===== src/rtl/ldpc_pkg.sv =====
// Shared types and constants for the LDPC check-node scheduler.
package ldpc_pkg;

  // Width of the completed-iteration counter.
  localparam int ITER_W = 8;

  // Scheduler FSM states.
  typedef enum logic [1:0] {
    IDLE  = 2'd0,
    ISSUE = 2'd1,
    DRAIN = 2'd2,
    CHECK = 2'd3
  } state_e;

endpackage


===== src/rtl/cnu_sched_if.sv =====
// Handshake/bus bundle between the scheduler and its memory/CNU datapath.
interface cnu_sched_if #(
  parameter int idx_w = 8
);
  import ldpc_pkg::*;

  logic              start;
  logic              par_ok;
  logic              rd_en;
  logic [idx_w-1:0]  rd_row;
  logic              wr_en;
  logic [idx_w-1:0]  wr_row;
  logic              busy;
  logic              done;
  logic              converged;
  logic [ITER_W-1:0] iter_cnt;

  // Controller side (drives start/par_ok, observes the schedule).
  modport master (
    output start, par_ok,
    input  rd_en, rd_row, wr_en, wr_row, busy, done, converged, iter_cnt
  );

  // Scheduler side.
  modport slave (
    input  start, par_ok,
    output rd_en, rd_row, wr_en, wr_row, busy, done, converged, iter_cnt
  );

endinterface


===== src/rtl/wb_delay.sv =====
// LAT-deep valid+row shift register aligning write-back with the CNU result.
module wb_delay #(
  parameter int LAT   = 3,
  parameter int idx_w = 8
) (
  input  logic             clk,
  input  logic             rst,
  input  logic             in_vld,
  input  logic [idx_w-1:0] in_row,
  output logic             out_vld,
  output logic [idx_w-1:0] out_row
);

  logic [LAT-1:0]            vld_q, vld_d;
  logic [LAT-1:0][idx_w-1:0] row_q, row_d;

  // Next-stage values: new entry at stage 0, everything else shifts by one.
  always_comb begin
    vld_d    = '0;
    row_d    = '0;
    vld_d[0] = in_vld;
    row_d[0] = in_vld ? in_row : '0;
    for (int i = 1; i < LAT; i++) begin
      vld_d[i] = vld_q[i-1];
      row_d[i] = row_q[i-1];
    end
  end

  // Pipeline registers; reset flushes in-flight write-backs.
  always_ff @(posedge clk) begin
    if (rst) begin
      vld_q <= '0;
      row_q <= '0;
    end else begin
      vld_q <= vld_d;
      row_q <= row_d;
    end
  end

  assign out_vld = vld_q[LAT-1];
  assign out_row = vld_q[LAT-1] ? row_q[LAT-1] : '0;

endmodule


===== src/rtl/cnu_sched.sv =====
// Row-layered LDPC check-node scheduler: issues row reads, tracks write-back
// parity and iterates until all rows pass or the iteration limit is reached.
module cnu_sched
  import ldpc_pkg::*;
#(
  parameter int data_w   = 8,
  parameter int idx_w    = 8,
  parameter int N_ROWS   = 4,
  parameter int LAT      = 3,
  parameter int MAX_ITER = 5
) (
  input  logic        clk,
  input  logic        rst,
  cnu_sched_if.slave  bus
);

  // Reject parameter sets the schedule cannot represent.
  if (data_w < 1 || N_ROWS < 1 || N_ROWS >= (1 << idx_w) || LAT < 1 ||
      MAX_ITER < 1 || MAX_ITER >= (1 << ITER_W)) begin : g_bad_param
    $error("cnu_sched: invalid parameter set");
  end

  localparam logic [idx_w-1:0]  ROWS_C     = idx_w'(N_ROWS);
  localparam logic [idx_w-1:0]  LAST_ROW_C = idx_w'(N_ROWS - 1);
  localparam logic [ITER_W-1:0] MAX_ITER_C = ITER_W'(MAX_ITER);

  state_e            state_q, state_d;
  logic [idx_w-1:0]  row_q, row_d;
  logic              rd_en_q, rd_en_d;
  logic [idx_w-1:0]  rd_row_q, rd_row_d;
  logic              busy_q, busy_d;
  logic              done_q, done_d;
  logic              conv_q, conv_d;
  logic              all_ok_q, all_ok_d;
  logic [ITER_W-1:0] iter_q, iter_d;
  logic              wr_en_s;
  logic [idx_w-1:0]  wr_row_s;

  wb_delay #(
    .LAT   (LAT),
    .idx_w (idx_w)
  ) u_wb_delay (
    .clk     (clk),
    .rst     (rst),
    .in_vld  (rd_en_q),
    .in_row  (rd_row_q),
    .out_vld (wr_en_s),
    .out_row (wr_row_s)
  );

  // Next-state and next-output logic for the scheduler FSM.
  always_comb begin
    state_d  = state_q;
    row_d    = row_q;
    rd_en_d  = 1'b0;
    rd_row_d = '0;
    done_d   = 1'b0;
    conv_d   = conv_q;
    iter_d   = iter_q;
    // par_ok only counts on cycles that carry a write-back.
    all_ok_d = all_ok_q & (~wr_en_s | bus.par_ok);
    case (state_q)
      IDLE: begin
        if (bus.start) begin
          state_d  = ISSUE;
          rd_en_d  = 1'b1;
          rd_row_d = '0;
          row_d    = idx_w'(1);
          iter_d   = '0;
          conv_d   = 1'b0;
          all_ok_d = 1'b1;
        end else begin
          state_d  = IDLE;
        end
      end
      ISSUE: begin
        if (row_q == ROWS_C) begin
          state_d  = DRAIN;
          row_d    = '0;
        end else begin
          rd_en_d  = 1'b1;
          rd_row_d = row_q;
          row_d    = row_q + idx_w'(1);
        end
      end
      DRAIN: begin
        // Leave once the last row's write-back is on the bus this cycle.
        if (wr_en_s && (wr_row_s == LAST_ROW_C)) begin
          state_d = CHECK;
        end else begin
          state_d = DRAIN;
        end
      end
      CHECK: begin
        iter_d = iter_q + ITER_W'(1);
        if (all_ok_q || ((iter_q + ITER_W'(1)) == MAX_ITER_C)) begin
          state_d = IDLE;
          done_d  = 1'b1;
          conv_d  = all_ok_q;
        end else begin
          // Next iteration starts immediately with row 0.
          state_d  = ISSUE;
          rd_en_d  = 1'b1;
          rd_row_d = '0;
          row_d    = idx_w'(1);
          all_ok_d = 1'b1;
        end
      end
      default: begin
        state_d = IDLE;
      end
    endcase
    busy_d = (state_d != IDLE);
  end

  // FSM state and registered outputs.
  always_ff @(posedge clk) begin
    if (rst) begin
      state_q  <= IDLE;
      row_q    <= '0;
      rd_en_q  <= 1'b0;
      rd_row_q <= '0;
      busy_q   <= 1'b0;
      done_q   <= 1'b0;
      conv_q   <= 1'b0;
      all_ok_q <= 1'b0;
      iter_q   <= '0;
    end else begin
      state_q  <= state_d;
      row_q    <= row_d;
      rd_en_q  <= rd_en_d;
      rd_row_q <= rd_row_d;
      busy_q   <= busy_d;
      done_q   <= done_d;
      conv_q   <= conv_d;
      all_ok_q <= all_ok_d;
      iter_q   <= iter_d;
    end
  end

  assign bus.rd_en     = rd_en_q;
  assign bus.rd_row    = rd_row_q;
  assign bus.wr_en     = wr_en_s;
  assign bus.wr_row    = wr_row_s;
  assign bus.busy      = busy_q;
  assign bus.done      = done_q;
  assign bus.converged = conv_q;
  assign bus.iter_cnt  = iter_q;

endmodule

===== src/flat_wrapper.sv =====
// flat-port wrapper written by rule: the top's interface ports become plain ports
module cnu_sched_flat import ldpc_pkg::*;
#(
  parameter int data_w   = 8,
  parameter int idx_w    = 8,
  parameter int N_ROWS   = 4,
  parameter int LAT      = 3,
  parameter int MAX_ITER = 5
)
  (clk, rst, bus_start, bus_par_ok, bus_rd_en, bus_rd_row, bus_wr_en, bus_wr_row, bus_busy, bus_done, bus_converged, bus_iter_cnt);
  cnu_sched_if #(.idx_w(idx_w)) bus_i ();
  input  logic clk;
  input  logic rst;
  input wire logic [$bits(bus_i.start)-1:0] bus_start;
  input wire logic [$bits(bus_i.par_ok)-1:0] bus_par_ok;
  output wire logic [$bits(bus_i.rd_en)-1:0] bus_rd_en;
  output wire logic [$bits(bus_i.rd_row)-1:0] bus_rd_row;
  output wire logic [$bits(bus_i.wr_en)-1:0] bus_wr_en;
  output wire logic [$bits(bus_i.wr_row)-1:0] bus_wr_row;
  output wire logic [$bits(bus_i.busy)-1:0] bus_busy;
  output wire logic [$bits(bus_i.done)-1:0] bus_done;
  output wire logic [$bits(bus_i.converged)-1:0] bus_converged;
  output wire logic [$bits(bus_i.iter_cnt)-1:0] bus_iter_cnt;
  assign bus_i.start = bus_start;
  assign bus_i.par_ok = bus_par_ok;
  assign bus_rd_en = bus_i.rd_en;
  assign bus_rd_row = bus_i.rd_row;
  assign bus_wr_en = bus_i.wr_en;
  assign bus_wr_row = bus_i.wr_row;
  assign bus_busy = bus_i.busy;
  assign bus_done = bus_i.done;
  assign bus_converged = bus_i.converged;
  assign bus_iter_cnt = bus_i.iter_cnt;
  cnu_sched #(.data_w(data_w), .idx_w(idx_w), .N_ROWS(N_ROWS), .LAT(LAT), .MAX_ITER(MAX_ITER)) u_core (.clk(clk), .rst(rst), .bus(bus_i));
endmodule

===== config.mk =====
export PLATFORM = sky130hd
export DESIGN_NAME = cnu_sched_flat
export DESIGN_NICKNAME = d
export VERILOG_FILES = /design/src/rtl/ldpc_pkg.sv /design/src/rtl/cnu_sched_if.sv /design/src/rtl/wb_delay.sv /design/src/rtl/cnu_sched.sv /design/src/flat_wrapper.sv
export SDC_FILE = /design/constraint.sdc
export NUM_CORES = 1
export LEC_CHECK = 0
export ABC_AREA = 0
export CORE_ASPECT_RATIO = 1.4
export CORE_MARGIN = 2
export CORE_UTILIZATION = 45
export CTS_CLUSTER_DIAMETER = 150
export DETAILED_ROUTE_END_ITERATION = 10
export DONT_BUFFER_PORTS = 1
export PLACE_DENSITY = 0.64
export SLEW_MARGIN = 20
export SYNTH_ARGS = -nofsm -noshare
export SYNTH_HDL_FRONTEND = slang
export SYNTH_SLANG_ARGS = --single-unit

===== constraint.sdc =====
create_clock -name clk -period 2.3 [get_ports clk]
set_input_delay 0.23 -clock clk [delete_from_list [all_inputs] [get_ports clk]]
set_output_delay 0.23 -clock clk [all_outputs]
set_load 0.02 [all_outputs]

### Yosys cells after proc, flatten, opt, wreduce, memory -nomap -nowiden

Cells that the tools add are included.

* word-level logic and storage cells: 65
* bits in read-only memories: 0
* bits in writable memories: 0
* latch bits: 0
* memories kept: 0
* bits in registers: 58

* mux-type cells: 23
* $lt $le $gt $ge: 0
* shift-type cells: 0
* reductions and logical operators: 12
* equal/unequal tests: 9
* multipliers: 0
* $add $sub $neg: 2
* div/mod/pow operators: 0
* bitwise gates (word level): 6

Operators with widths (count)
* two-way mux 8 bit: 5
* case mux 8 bit (3 select lines): 1
* adder 8 x 1 -> 8 bit, second input constant: 2
* equality test 8 x 3 -> 1 bit, second input constant: 2
* case mux 8 bit (2 select lines): 1
* two-way mux 1 bit: 11
* equality test 8 x 2 -> 1 bit, second input constant: 1
* case mux 2 bit (4 select lines): 1
* AND reduction 3 bit: 2
* equality test 2 bit, second input constant: 2
* != test 2 bit, second input constant: 2
* NOT 1 bit: 4
* case mux 1 bit (2 select lines): 2
* nonzero test 2 bit: 2
* OR reduction 2 bit: 2
* case mux 1 bit (3 select lines): 1
* nonzero test 3 bit: 1
* OR reduction 3 bit: 1
* equality test 2 x 1 -> 1 bit, second input constant: 1
* logical NOT 2 bit: 1
* two-way mux 2 bit: 1
* != test 2 x 1 -> 1 bit, second input constant: 1
* AND reduction 2 bit: 1
* bitwise AND 1 bit: 1
* 3 further kinds: 3

### Depth between registers and ports, before layout

Gate-level depths: netlist of the first run.

* depth in word-level cells: 6
* gate-level depth with buffers: 9
* gate-level depth less buffers: 8

### By module

From an unflattened synthesis of the first run, not the netlist that was laid out.

* cells, all modules: 242
* area, all modules: 2344.7 sq um

By module, submodules not included
* cnu_sched: area an instance 1549.0 sq um, instances 1, cells an instance 178, seq. area each 620.6 sq um
* wb_delay: area an instance 795.8 sq um, instances 1, cells an instance 64, seq. area each 540.5 sq um

### Worst setup path after synthesis of the first run

No wires, ideal clock.

* path kind: register to register
* from: reg u_core.iter_q[1] (netlist: u_core.bus.iter_cnt[1])
* to: reg u_core.row_q[2]
* buffers on the path: 1
* required time: 2.183 ns
* data arrival time: 1.939 ns
* library setup time: 0.117 ns
* period minus slack after synthesis: 2.057 ns
* cell stages (with the launch flop): 9
* slack: 0.243 ns
* cell sequence: dfxtp_1 -> ha_1 -> or4b_4 -> o31ai_2 -> a21oi_2 -> o21a_1 -> and2_0 -> buf_2 -> a32o_1

* longest elaborated chain between the ends: 5

Ends and longest elaborated chain
* start: declaration: RTL line cnu_sched.sv:35 `logic [ITER_W-1:0] iter_q, iter_d;`
* start signal: assignment: RTL line cnu_sched.sv:137 `iter_q <= iter_d;`
* adder 8 x 1 -> 8 bit: RTL line cnu_sched.sv:96 `if (all_ok_q || ((iter_q + ITER_W'(1)) == MAX_ITER_C)) begin`
* equality test 8 x 3 -> 1 bit: RTL line cnu_sched.sv:96
* logical OR 1 bit: RTL line cnu_sched.sv:96
* != test 2 bit (no line)
* AND reduction 3 bit (no line)
* end signal: assignment: RTL line cnu_sched.sv:130 `row_q <= row_d;`
* end: declaration: RTL line cnu_sched.sv:28 `logic [idx_w-1:0] row_q, row_d;`

No other way between the ends.
A chain may end at the register's enable or synchronous reset.

### Worst setup path in the final report of the first run

* from: reg u_core.iter_q[0] (netlist: u_core.bus.iter_cnt[0])
* to: reg u_core.row_q[4]

Same word-level chain as after synthesis.

==> flow_metrics.tcl, run 1 <==
set metrics [dict create \
    status "finished, final reports clean" \
    vdd_drop_max_uv 497 \
    fin_crit_sh 0.918 \
    cp_slowest_cell "dfxtp_1" \
    cts_resized 0 \
    whs_ns 0.0642 \
    gp_congestion 0.855 \
    postCtsSetupBuffers 0 \
    r2r_setup_slack_ns 0.19 \
    fin_tns_setup_ns 0 \
    synthDistinctLibCells 42 \
    finalHoldViolations 0 \
    antenna_found_initial 0 \
    tightest_slew_ns 0.666 \
    synth_ff_type "dfxtp_1" \
    async_flop_share 0 \
    rows 31 \
    holdBufCountCts 1 \
    p_seq_frac 0.453 \
    pwr_density_cell_nw_per_um2 833 \
    pwr-share-clk 0.507 \
    drt-vias-per-instance 5.38 \
    worstPathRequired_ns 2.52 \
    min_from "rst" \
    cts_buffers 9 \
    min_path_type "in2reg" \
    fin_crit_ns 2.11 \
    io_buffers 0 \
    syn_to_final_growth_pct 14.8 \
    cp_max_fo 6 \
    p_leak_nw 1.12 \
    cts_max_path_buffers 2 \
    layout_commonest_cell "dfxtp_1" \
    gr-total-overflow 0 \
    hold_depth 1 \
    start_kind "flip-flop" \
    die_h_um 90.0 \
    io_pins 33 \
    crit_chain "ha_1 > and3_1 > nor4_1 > o211ai_1 > o21a_1 > and2_0 > a32o_1" \
    htreeDepth 3 \
    clock.fmax_mhz 473 \
    postSynthCellCount 251 \
    final_util 0.533 \
    combPwrFrac 0.040 \
    via_count 1765 \
    yosys_warnings 0 \
    min_to "u_core.u_wb_delay.vld_q[0]$_SDFF_PP0_" \
    drc_errors 0 \
    max_slew_margin 0.553 \
    ys_seq_area_frac 0.489 \
    regToRegEndpoint "u_core.row_q[4]$_SDFFE_PP0P_" \
    grt.total_usage 0.174 \
    p_int_mw 1.77 \
    hpwlAfterDp_um 3270 \
    timing.final.max_slew_violations 0 \
    wl_per_cell_um 14.5 \
    totalWireLength_um 4770 \
    final_cell_mix "dfxtp_1, and2_1, nor2b_1" \
    swShare 0.219 \
    nNetsFinal 269 \
    setup_viol 0 \
    critPathCaptureType "flip-flop" \
    cts_tree "done" \
    rr_startpoint "u_core.bus.iter_cnt[0]$_SDFFE_PP0P_" \
    synth_seq_cells 58 \
    n_antenna_cell 0 \
    initial_core_util 0.464 \
    worst-r2r-cell-count 7 \
    layout-drive-gt1-share 0.118 \
    totalPowerFinal_mw 2.27 \
    path_class "reg2reg" \
    clock_skew_ns 0.00924 \
    cts_root_buf "clkbuf_8" \
    clk_pin_slew_ns 0.07 \
    grt_pass1_wl_um 7850 \
    cts_num_sinks 58 \
    drtIter0Drc 157 \
    cpPeakStageDelay_ns 0.32 \
    power.switching_mw 0.497 \
    drtAntennaViolNets 0 \
    fp.dieW_um 65.4 \
    grt_pass1_vias 1638 \
    die-area_um2 5890 \
    synthesis.nets 263 \
    syn-cell-area_um2 2380 \
    core_um2 5120 \
    syn_area_per_cell_um2 9.47 \
    worstPathArrival_ns 2.33 \
    grt_max_degree 35 \
    drv_cap 0 \
    rsz0062_at_grt "false" \
    clk_latency_ns 0.33 \
    fillCellCount 483 \
    dr.pass1.iters 5 \
    synth_edf_count 0 \
]
worst max path at each step:
stage	start	endpoint	slack [ns]	cells after the start
final	u_core.bus.iter_cnt[0]$_SDFFE_PP0P_	u_core.row_q[4]$_SDFFE_PP0P_	0.19	7
after global routing	u_core.bus.iter_cnt[0]$_SDFFE_PP0P_	u_core.row_q[3]$_SDFFE_PP0P_	0.04	7
after CTS	u_core.bus.iter_cnt[0]$_SDFFE_PP0P_	u_core.row_q[3]$_SDFFE_PP0P_	0.21	7
after detailed placement	u_core.bus.iter_cnt[0]$_SDFFE_PP0P_	u_core.row_q[4]$_SDFFE_PP0P_	0.24	7
after global placement	u_core.bus.iter_cnt[0]$_SDFFE_PP0P_	u_core.row_q[3]$_SDFFE_PP0P_	0.26	7
after floorplan	u_core.bus.iter_cnt[1]$_SDFFE_PP0P_	u_core.row_q[2]$_SDFFE_PP0P_	0.24	8
metrics by stage:
stage	instances	setup WS, ns	instance area, um^2
6_report	328	0.188	2730
3_3_place_gp	311	0.256	2460
4_1_cts	328	0.206	2730
2_1_floorplan	251	0.243	2380
5_1_grt	328	0.0444	2730
3_5_place_dp	311	0.244	2460
cells in the mapped netlist (all sizes together) (3+ instances only):
| master | count | area share |
|---|---|---|
| dfxtp | 58 | 0.49 |
| and2 | 24 | 0.063 |
| nor2b | 21 | 0.055 |
| nor2 | 15 | 0.024 |
| o21ai | 13 | 0.029 |
| clkbuf | 11 | 0.017 |
| and3 | 9 | 0.024 |
| ha | 8 | 0.042 |
| inv | 8 | 0.013 |
| nand2 | 7 | 0.011 |
| nand3 | 7 | 0.015 |
| a21oi | 6 | 0.014 |
| a22oi | 6 | 0.019 |
| a32o | 6 | 0.025 |
| nor3 | 6 | 0.013 |
| a21o | 5 | 0.016 |
| nand4 | 5 | 0.013 |
| nor3b | 5 | 0.016 |
| buf | 4 | 0.011 |
| nand2b | 4 | 0.011 |
| a311oi | 3 | 0.011 |
| nor4b | 3 | 0.011 |
power groups by stage:
stage / clock network, mW / registers, mW / logic [mW]
global placement: 0 / 1.05 / 0.0780
CTS: 1.17 / 1.03 / 0.0919
global route: 1.22 / 1.03 / 0.103
floorplan: 0 / 1.05 / 0.0639
finish: 1.15 / 1.03 / 0.0914
detailed placement: 0 / 1.05 / 0.0786
flip-flops by register name (all words and copies together) (netlist names):
register,cells
u_core.bus.converged,1
u_core.u_wb_delay.row_q,8
u_core.bus.busy,1
u_core.bus.done,1
u_core.bus.iter_cnt,8
u_core.u_wb_delay.row_d,16
u_core.u_wb_delay.vld_q,3
u_core.bus.rd_row,8
u_core.bus.rd_en,1
u_core.row_q,8
u_core.state_q,2
u_core.all_ok_q,1
cell type report:
| type | count | area, um^2 | area share |
|---|---|---|---|
| Clock buffer | 9 | 124 | 0.0454 |
| Clock inverter | 7 | 125 | 0.0459 |
| Inverter | 9 | 33.8 | 0.0124 |
| Multi-Input combinational cell | 169 | 1110 | 0.408 |
| Sequential cell | 58 | 1160 | 0.426 |
| Tap cell | 66 | 82.6 | 0.0303 |
| Timing Repair Buffer | 10 | 87.6 | 0.0321 |
routing by layer:
metal	vias to the layer above	GRT usage	routed length, um
li1	892	-	-
met1	814	0.213	2090
met2	45	0.266	2290
met3	14	0.0613	247
met4	0	0.0920	136
met5	-	0	0
kinds of logic (layout without fill, tap and decap cells):
logic type               after synthesis  count (layout)  synth area share
buffers and inverters                 24              35            0.0427
flip-flops                            58              58             0.489
AND/OR/NAND/NOR                      109             109             0.266
adder cells (fa/ha/maj)                8               8            0.0421
AO/OA/AOI/OAI                         51              51             0.156
multiplexers                           1               1           0.00474
worst max-delay path, delay by kind of cell, from the launching register on:
| kind | cells | cell delay [ns] |
|---|---|---|
| simple gates | 3 | 0.81 |
| compound gates | 3 | 0.63 |
| flops | 1 | 0.32 |
| fa+ha+maj | 1 | 0.24 |
Note: power is estimated with default switching activity, not from simulation.
==> run 2, diff against run 1 <==
--- a/config.mk
+++ b/config.mk
@@ -8,12 +8,13 @@
 export ABC_AREA = 0
 export CORE_ASPECT_RATIO = 1.4
 export CORE_MARGIN = 2
-export CORE_UTILIZATION = 45
+export CORE_UTILIZATION = 23
 export CTS_CLUSTER_DIAMETER = 150
 export DETAILED_ROUTE_END_ITERATION = 10
 export DONT_BUFFER_PORTS = 1
-export PLACE_DENSITY = 0.64
+export PLACE_DENSITY = 0.41
 export SLEW_MARGIN = 20
 export SYNTH_ARGS = -nofsm -noshare
 export SYNTH_HDL_FRONTEND = slang
+export SYNTH_HIERARCHICAL = 1
 export SYNTH_SLANG_ARGS = --single-unit
==> constraint.sdc (replaced) <==
create_clock -name clk -period 1.9 [get_ports clk]
set_input_delay 0.19 -clock clk [delete_from_list [all_inputs] [get_ports clk]]
set_output_delay 0.19 -clock clk [all_outputs]
set_load 0.02 [all_outputs]
==> run 2 against run 1 <==
  * The flow now finishes with violations (negative setup slack)
  * Design area rose by 19%
  * Maximum frequency rose by 11%
  * Critical path depth rose by 1
  * Clock skew fell by 0.0052 ns
  * Sequential cell count did not move
  * Global-route usage fell by 5.5 points
  * Register-to-register slack got worse by 0.19 ns
  * Via count rose by 8.9%
  * Synthesized area fell by 1.3%
  * Routed wire length rose by 25%
  * Largest power group unchanged
==> flow_metrics.tcl, run 2 <==
set metrics [dict create \
    status "complete, but fails checks" \
    final_util 0.329 \
    synth_seq_cells 58 \
    dr.pass1.iters 4 \
    fp.dieW_um 89.3 \
    rows 43 \
    grt_pass1_wl_um 9450 \
    n_antenna_cell 0 \
    worstPathArrival_ns 2.11 \
    violations "negative setup slack" \
    drc_errors 0 \
    place_area_um2 2820 \
    vdd_drop_max_uv 408 \
    drtIter0Drc 82 \
    worstPathRequired_ns 2.11 \
    clk_pin_slew_ns 0.05 \
    totalPowerFinal_mw 2.90 \
    fin_ws_ns -0.00503 \
    hpwlAfterDp_um 4180 \
    critPathCaptureType "flip-flop" \
    io_buffers 0 \
    p_leak_nw 1.28 \
    via_count 1922 \
    grt_pass1_vias 1861 \
    min_path_type "in2reg" \
    path_class "reg2reg" \
    gr-total-overflow 0 \
    rsz0062_at_grt "true" \
    layout-drive-gt1-share 0.322 \
    synth_common_cells "dfxtp_1, nor2b_1, nor2_1" \
    core_um2 9900 \
    cts_max_path_buffers 2 \
    drt-vias-per-instance 4.41 \
    cts_root_buf "clkbuf_16" \
    fin_tns_setup_ns -0.00792 \
    cp_max_fo 4 \
    async_flop_share 0 \
    final_cell_mix "dfxtp_1, buf_4, nor2b_1" \
    cts_tree "done" \
    setup_viol 2 \
    synth_top_area_frac 0.495 \
    wl_per_cell_um 13.7 \
    synthDistinctLibCells 53 \
    synth_ff_type "dfxtp_1" \
    syn_to_final_growth_pct 38.7 \
    pwr_density_cell_nw_per_um2 891 \
    finalHoldViolations 0 \
    fin_crit_ns 1.91 \
    synth_edf_count 0 \
    drtAntennaViolNets 0 \
    ys_seq_area_frac 0.495 \
    synthesis.nets 254 \
    fin_crit_sh 1.00 \
    clk_latency_ns 0.32 \
    grt.total_usage 0.119 \
    layout_commonest_cell "dfxtp_1" \
    postSynthCellCount 242 \
    htreeDepth 3 \
    cts_num_sinks 58 \
    antenna_found_initial 0 \
    synth_area_leader_cell "dfxtp_1" \
    r2r_setup_slack_ns -0.005 \
    io_pins 33 \
    drv_cap 0 \
    die-area_um2 11000 \
    largest_reg_flops 16 \
    cts_buffers 9 \
    yosys_warnings 6 \
    gp_congestion 0.822 \
    die_h_um 123 \
    fin_area_um2 3250 \
    totalWireLength_um 5970 \
    syn_area_per_cell_um2 9.69 \
    synth.most_common_cell "dfxtp_1" \
    max_slew_margin 0.559 \
    whs_ns 0.0464 \
    grt_max_degree 36 \
    synthTopCellsByArea "dfxtp_1, nor2b_1, ha_1, and2_1, and3b_1" \
    nNetsFinal 308 \
    tightest_slew_ns 0.657 \
    timing.final.max_slew_violations 0 \
    clock_skew_ns 0.00401 \
    initial_core_util 0.237 \
    start_kind "flip-flop" \
    syn-cell-area_um2 2340 \
    clock.fmax_mhz 525 \
]
-- run 2: cell types whose count changed after synthesis, moves of 4 or more --
cell      before  now
clkbuf_1      11    0
a21o_1         5    0
o211ai_1       2    6
and2_1        23   14
a32o_1         6    0
o21ai_0       11    6
a22oi_1        6    1
and3b_1        0    8
a21oi_1        5    9
and3_1         9    1
nor3b_1        5    0
-- run 2: final timing paths --
check	startpoint	endpoint	depth (start not counted)
setup reg to reg	u_core/row_q[0]$_SDFFE_PP0P_	u_core/bus.busy$_SDFF_PP0_	8
setup / recovery	u_core/row_q[0]$_SDFFE_PP0P_	u_core/bus.busy$_SDFF_PP0_	8
hold reg to reg	u_core/u_wb_delay/row_d[16]$_SDFF_PP0_	u_core/u_wb_delay/row_q[16]$_SDFF_PP0_	1
hold / removal	bus_par_ok	u_core/all_ok_q$_SDFF_PP0_	2
-- run 2: metal layers --
metal | share of wire | routed length [um] | track usage | vias to the layer above
li1 | - | - | - | 961
met1 | 0.38 | 2280 | 0.120 | 899
met2 | 0.53 | 3160 | 0.206 | 47
met3 | 0.046 | 272 | 0.0347 | 15
met4 | 0.043 | 256 | 0.0802 | 0
met5 | 0 | 0 | 0 | -
-- run 2: final cells by class --
| cell class | instances | area, um^2 |
|---|---|---|
| fill | 1060 | 6650 |
| multi-input combinational | 165 | 1180 |
| sequential | 58 | 1170 |
| tap | 135 | 169 |
| inverter | 11 | 41.3 |
| timing repair buffer | 51 | 412 |
| clock inverter | 6 | 42.5 |
| clock buffer | 10 | 239 |
-- run 2: report_power, final --
| part | internal (mW) | total [mW] | switching (mW) |
|---|---|---|---|
| clock | 0.915 | 1.49 | 0.574 |
| sequential | 1.23 | 1.25 | 0.0205 |
| combinational | 0.0722 | 0.158 | 0.0861 |
-- run 2: worst max-delay path, cell delays in order (launching register included) --
cell,delay [ns]
dfxtp_2,0.32
inv_2,0.05
ha_2,0.15
or4b_4,0.46
nor4_4,0.17
or2b_4,0.18
or2_2,0.11
a311oi_2,0.10
or2_1,0.25
-- run 2: cell families (layout without fill, tap and decap cells) --
logic type / count (synthesis) / count (layout) / synth area share
XOR/XNOR: 1 / 1 / 0.00374
flip-flops: 58 / 58 / 0.495
AO/OA/AOI/OAI: 45 / 45 / 0.135
adder cells (fa/ha/maj): 8 / 8 / 0.0427
AND/OR/NAND/NOR: 110 / 110 / 0.275
buffers and inverters: 19 / 78 / 0.0443
multiplexers: 1 / 1 / 0.00427
-- run 2: metrics by stage --
step	instances	setup WS (ns)
6_report	436	-0.00503
5_1_grt	436	-0.113
4_1_cts	436	0.00348
3_5_place_dp	415	-0.218
3_3_place_gp	415	-0.182
2_1_floorplan	242	0.000254
-- run 2: what timing repair did --
item                                    in CTS  in global routing
hold endpoints to repair                    35                  0
endpoints found under the setup margin       9                  9
pin swaps                                    4                  3
hold buffers                                 1                  0
gates resized for setup                     25                  5
setup buffers                                4                  0
==> run 3, diff against run 2 <==
--- a/config.mk
+++ b/config.mk
@@ -7,7 +7,6 @@
 export LEC_CHECK = 0
 export ABC_AREA = 0
 export CORE_ASPECT_RATIO = 1.4
-export CORE_MARGIN = 2
 export CORE_UTILIZATION = 23
 export CTS_CLUSTER_DIAMETER = 150
 export DETAILED_ROUTE_END_ITERATION = 10
==> run 3 against run 2 <==
  * The flow still finishes with violations (negative setup slack)
  * Global-route usage about the same
  * First-iteration DRC count is 17% lower
  * Sequential share of layout area decreased by 0.57 points
  * Critical path depth increased by 2
  * Worst hold slack got worse by 0.0035 ns
  * Design area up 1.4%
  * Cell count is 0.46% lower
  * Total power up 12%
  * Combinational power is essentially flat
  * Clock power is 24% higher
  * Maximum frequency is 3.5% lower
  * Setup slack worse by 0.068 ns
  * Critical endpoint is now u_core/row_q[3]$_SDFFE_PP0P_
  * Largest cell class unchanged
  * Largest power group unchanged
==> flow_metrics.tcl, run 3 (synthesis results as in run 2) <==
set metrics [dict create \
    status "complete, but fails checks" \
    violations "negative setup slack" \
    via_count 1848 \
    final_util 0.333 \
    grt.busiest_layer "met2" \
    start_kind "flip-flop" \
    grt.total_usage 0.119 \
    fp.dieW_um 87.3 \
    drtAntennaViolNets 0 \
    htreeDepth 3 \
    clock.fmax_mhz 507 \
    nNetsFinal 307 \
    fin_ws_ns -0.0733 \
    clk_latency_ns 0.32 \
    vdd_drop_max_uv 413 \
    tightest_slew_ns 0.428 \
    gr-total-overflow 0 \
    p_leak_nw 1.31 \
    fillCellCount 1058 \
    power.switching_mw 0.660 \
    initial_core_util 0.237 \
    final_cell_mix "dfxtp_1, buf_4, nor2b_1" \
    multiInputGateArea_um2 1170 \
    totalPowerFinal_mw 3.26 \
    rsz0062_at_grt "true" \
    grt_pass1_vias 1823 \
    worstPathArrival_ns 2.18 \
    cts_root_buf "clkbuf_16" \
    core_um2 9900 \
    path_class "reg2reg" \
    place_inst 416 \
    finalHoldViolations 0 \
    fin_cells 434 \
    largest_reg_flops 16 \
    critPathCaptureType "flip-flop" \
    pwr_density_cell_nw_per_um2 988 \
    dr.pass1.iters 4 \
    cts_num_sinks 58 \
    io_buffers 0 \
    timing.final.max_slew_violations 0 \
    gp_congestion 0.822 \
    max_slew_margin 0.714 \
    drt-vias-per-instance 4.26 \
    p_seq_frac 0.384 \
    drv_cap 0 \
    fin_crit_ns 1.97 \
    crit_family "simple AND/OR/NAND/NOR gates" \
    antenna_found_initial 0 \
    cpPeakStageDelay_ns 0.46 \
    swShare 0.202 \
    crit_top_cell "buf_4" \
    pwr-share-clk 0.567 \
    crit_buf_inv 3 \
    setup_viol 8 \
    layout-drive-gt1-share 0.304 \
    clock_skew_ns 0.00304 \
    cp_slowest_cell "or4b_4" \
    worstPathRequired_ns 2.11 \
    p_int_mw 2.60 \
    crit_chain "inv_2 > ha_4 > or4b_4 > nor4_4 > or2b_4 > nor4_1 > buf_4 > buf_4 > nand3_1 > o21ai_1" \
    drtIter0Drc 68 \
    die_h_um 121 \
    startpoint "u_core/row_q[0]$_SDFFE_PP0P_" \
    rr_startpoint "u_core/row_q[0]$_SDFFE_PP0P_" \
    grt_pass1_wl_um 9380 \
    io_pins 33 \
    cts_tree "done" \
    regArea_um2 1170 \
    grtUsageMet3 0.0279 \
    cts_buffers 9 \
    layout_commonest_cell "dfxtp_1" \
    clk_pin_slew_ns 0.05 \
    rows 43 \
    min_path_type "in2reg" \
    min_from "rst" \
    totalWireLength_um 5770 \
    syn_to_final_growth_pct 40.7 \
    cts_max_path_buffers 2 \
    combPwrFrac 0.049 \
    grt_use_met2 0.209 \
    grt_use_met1 0.127 \
    hpwlAfterDp_um 4050 \
    cp_max_fo 4 \
    drc_errors 0 \
    wl_per_cell_um 13.3 \
    die-area_um2 10600 \
    n_antenna_cell 0 \
    grt_max_degree 36 \
    fin_crit_sh 1.04 \
]
## run 3: cell type report
class | instances | area share
clock buffer | 12 | 0.0842
clock inverter | 3 | 0.0209
inverter | 11 | 0.0125
multi-input combinational | 165 | 0.355
sequential | 58 | 0.355
tap | 135 | 0.0512
timing repair buffer | 50 | 0.121
## run 3: worst paths after layout
check / endpoint / slack [ns] / depth (start not counted)
worst max-delay path: u_core/row_q[3]$_SDFFE_PP0P_ / -0.07 / 10
worst min register to register: u_core/u_wb_delay/row_d[21]$_SDFF_PP0_ / 0.43 / 1
worst min-delay path: u_core/bus.converged$_SDFFE_PP0P_ / 0.04 / 2
worst max register to register: u_core/row_q[3]$_SDFFE_PP0P_ / -0.07 / 10
## run 3: power by group through the flow
stage / clock network (mW) / registers (mW) / logic (mW)
global placement: 0 / 1.28 / 0.128
detailed placement: 0 / 1.28 / 0.127
floorplan: 0 / 1.27 / 0.0911
global route: 1.94 / 1.25 / 0.178
finish: 1.85 / 1.25 / 0.160
CTS: 1.88 / 1.25 / 0.148
## run 3: metal layers
layer  wire length [um]  vias to the layer above  share of wire
li1                   -                      956              -
met1               2360                      855           0.41
met2               3070                       27           0.53
met3                174                       10          0.030
met4                164                        0          0.028
met5                  0                        -              0
## run 3: metrics by stage
| stage | instance area (um^2) | hold slack [ns] | TNS (ns) | worst slack (ns) |
|---|---|---|---|---|
| after CTS | 3240 | 0.0345 | -0.00615 | -0.00615 |
| final | 3300 | 0.0429 | -0.267 | -0.0733 |
| after floorplan | 2350 | 0.270 | 0 | 0.000254 |
| after global placement | 2820 | 0.269 | -0.386 | -0.194 |
| after detailed placement | 2820 | 0.270 | -0.492 | -0.250 |
| after global routing | 3300 | 0.0468 | -1.32 | -0.196 |
## run 3: worst register-to-register path, delay by kind of cell (launching register included)
kind,cells,cell delay (ns)
buffers and inverters,3,0.36
AND/OR/NAND/NOR,5,1.00
AO/OA/AOI/OAI,1,0.06
flip-flops,1,0.31
adder cells (fa/ha/maj),1,0.12
## run 3: timing repair
item,in CTS,in global routing
endpoints found under the hold margin,35,0
pin swaps,6,4
endpoints found under the setup margin,9,11
gates resized for setup,9,15
buffers inserted,1,1
hold buffers,1,0
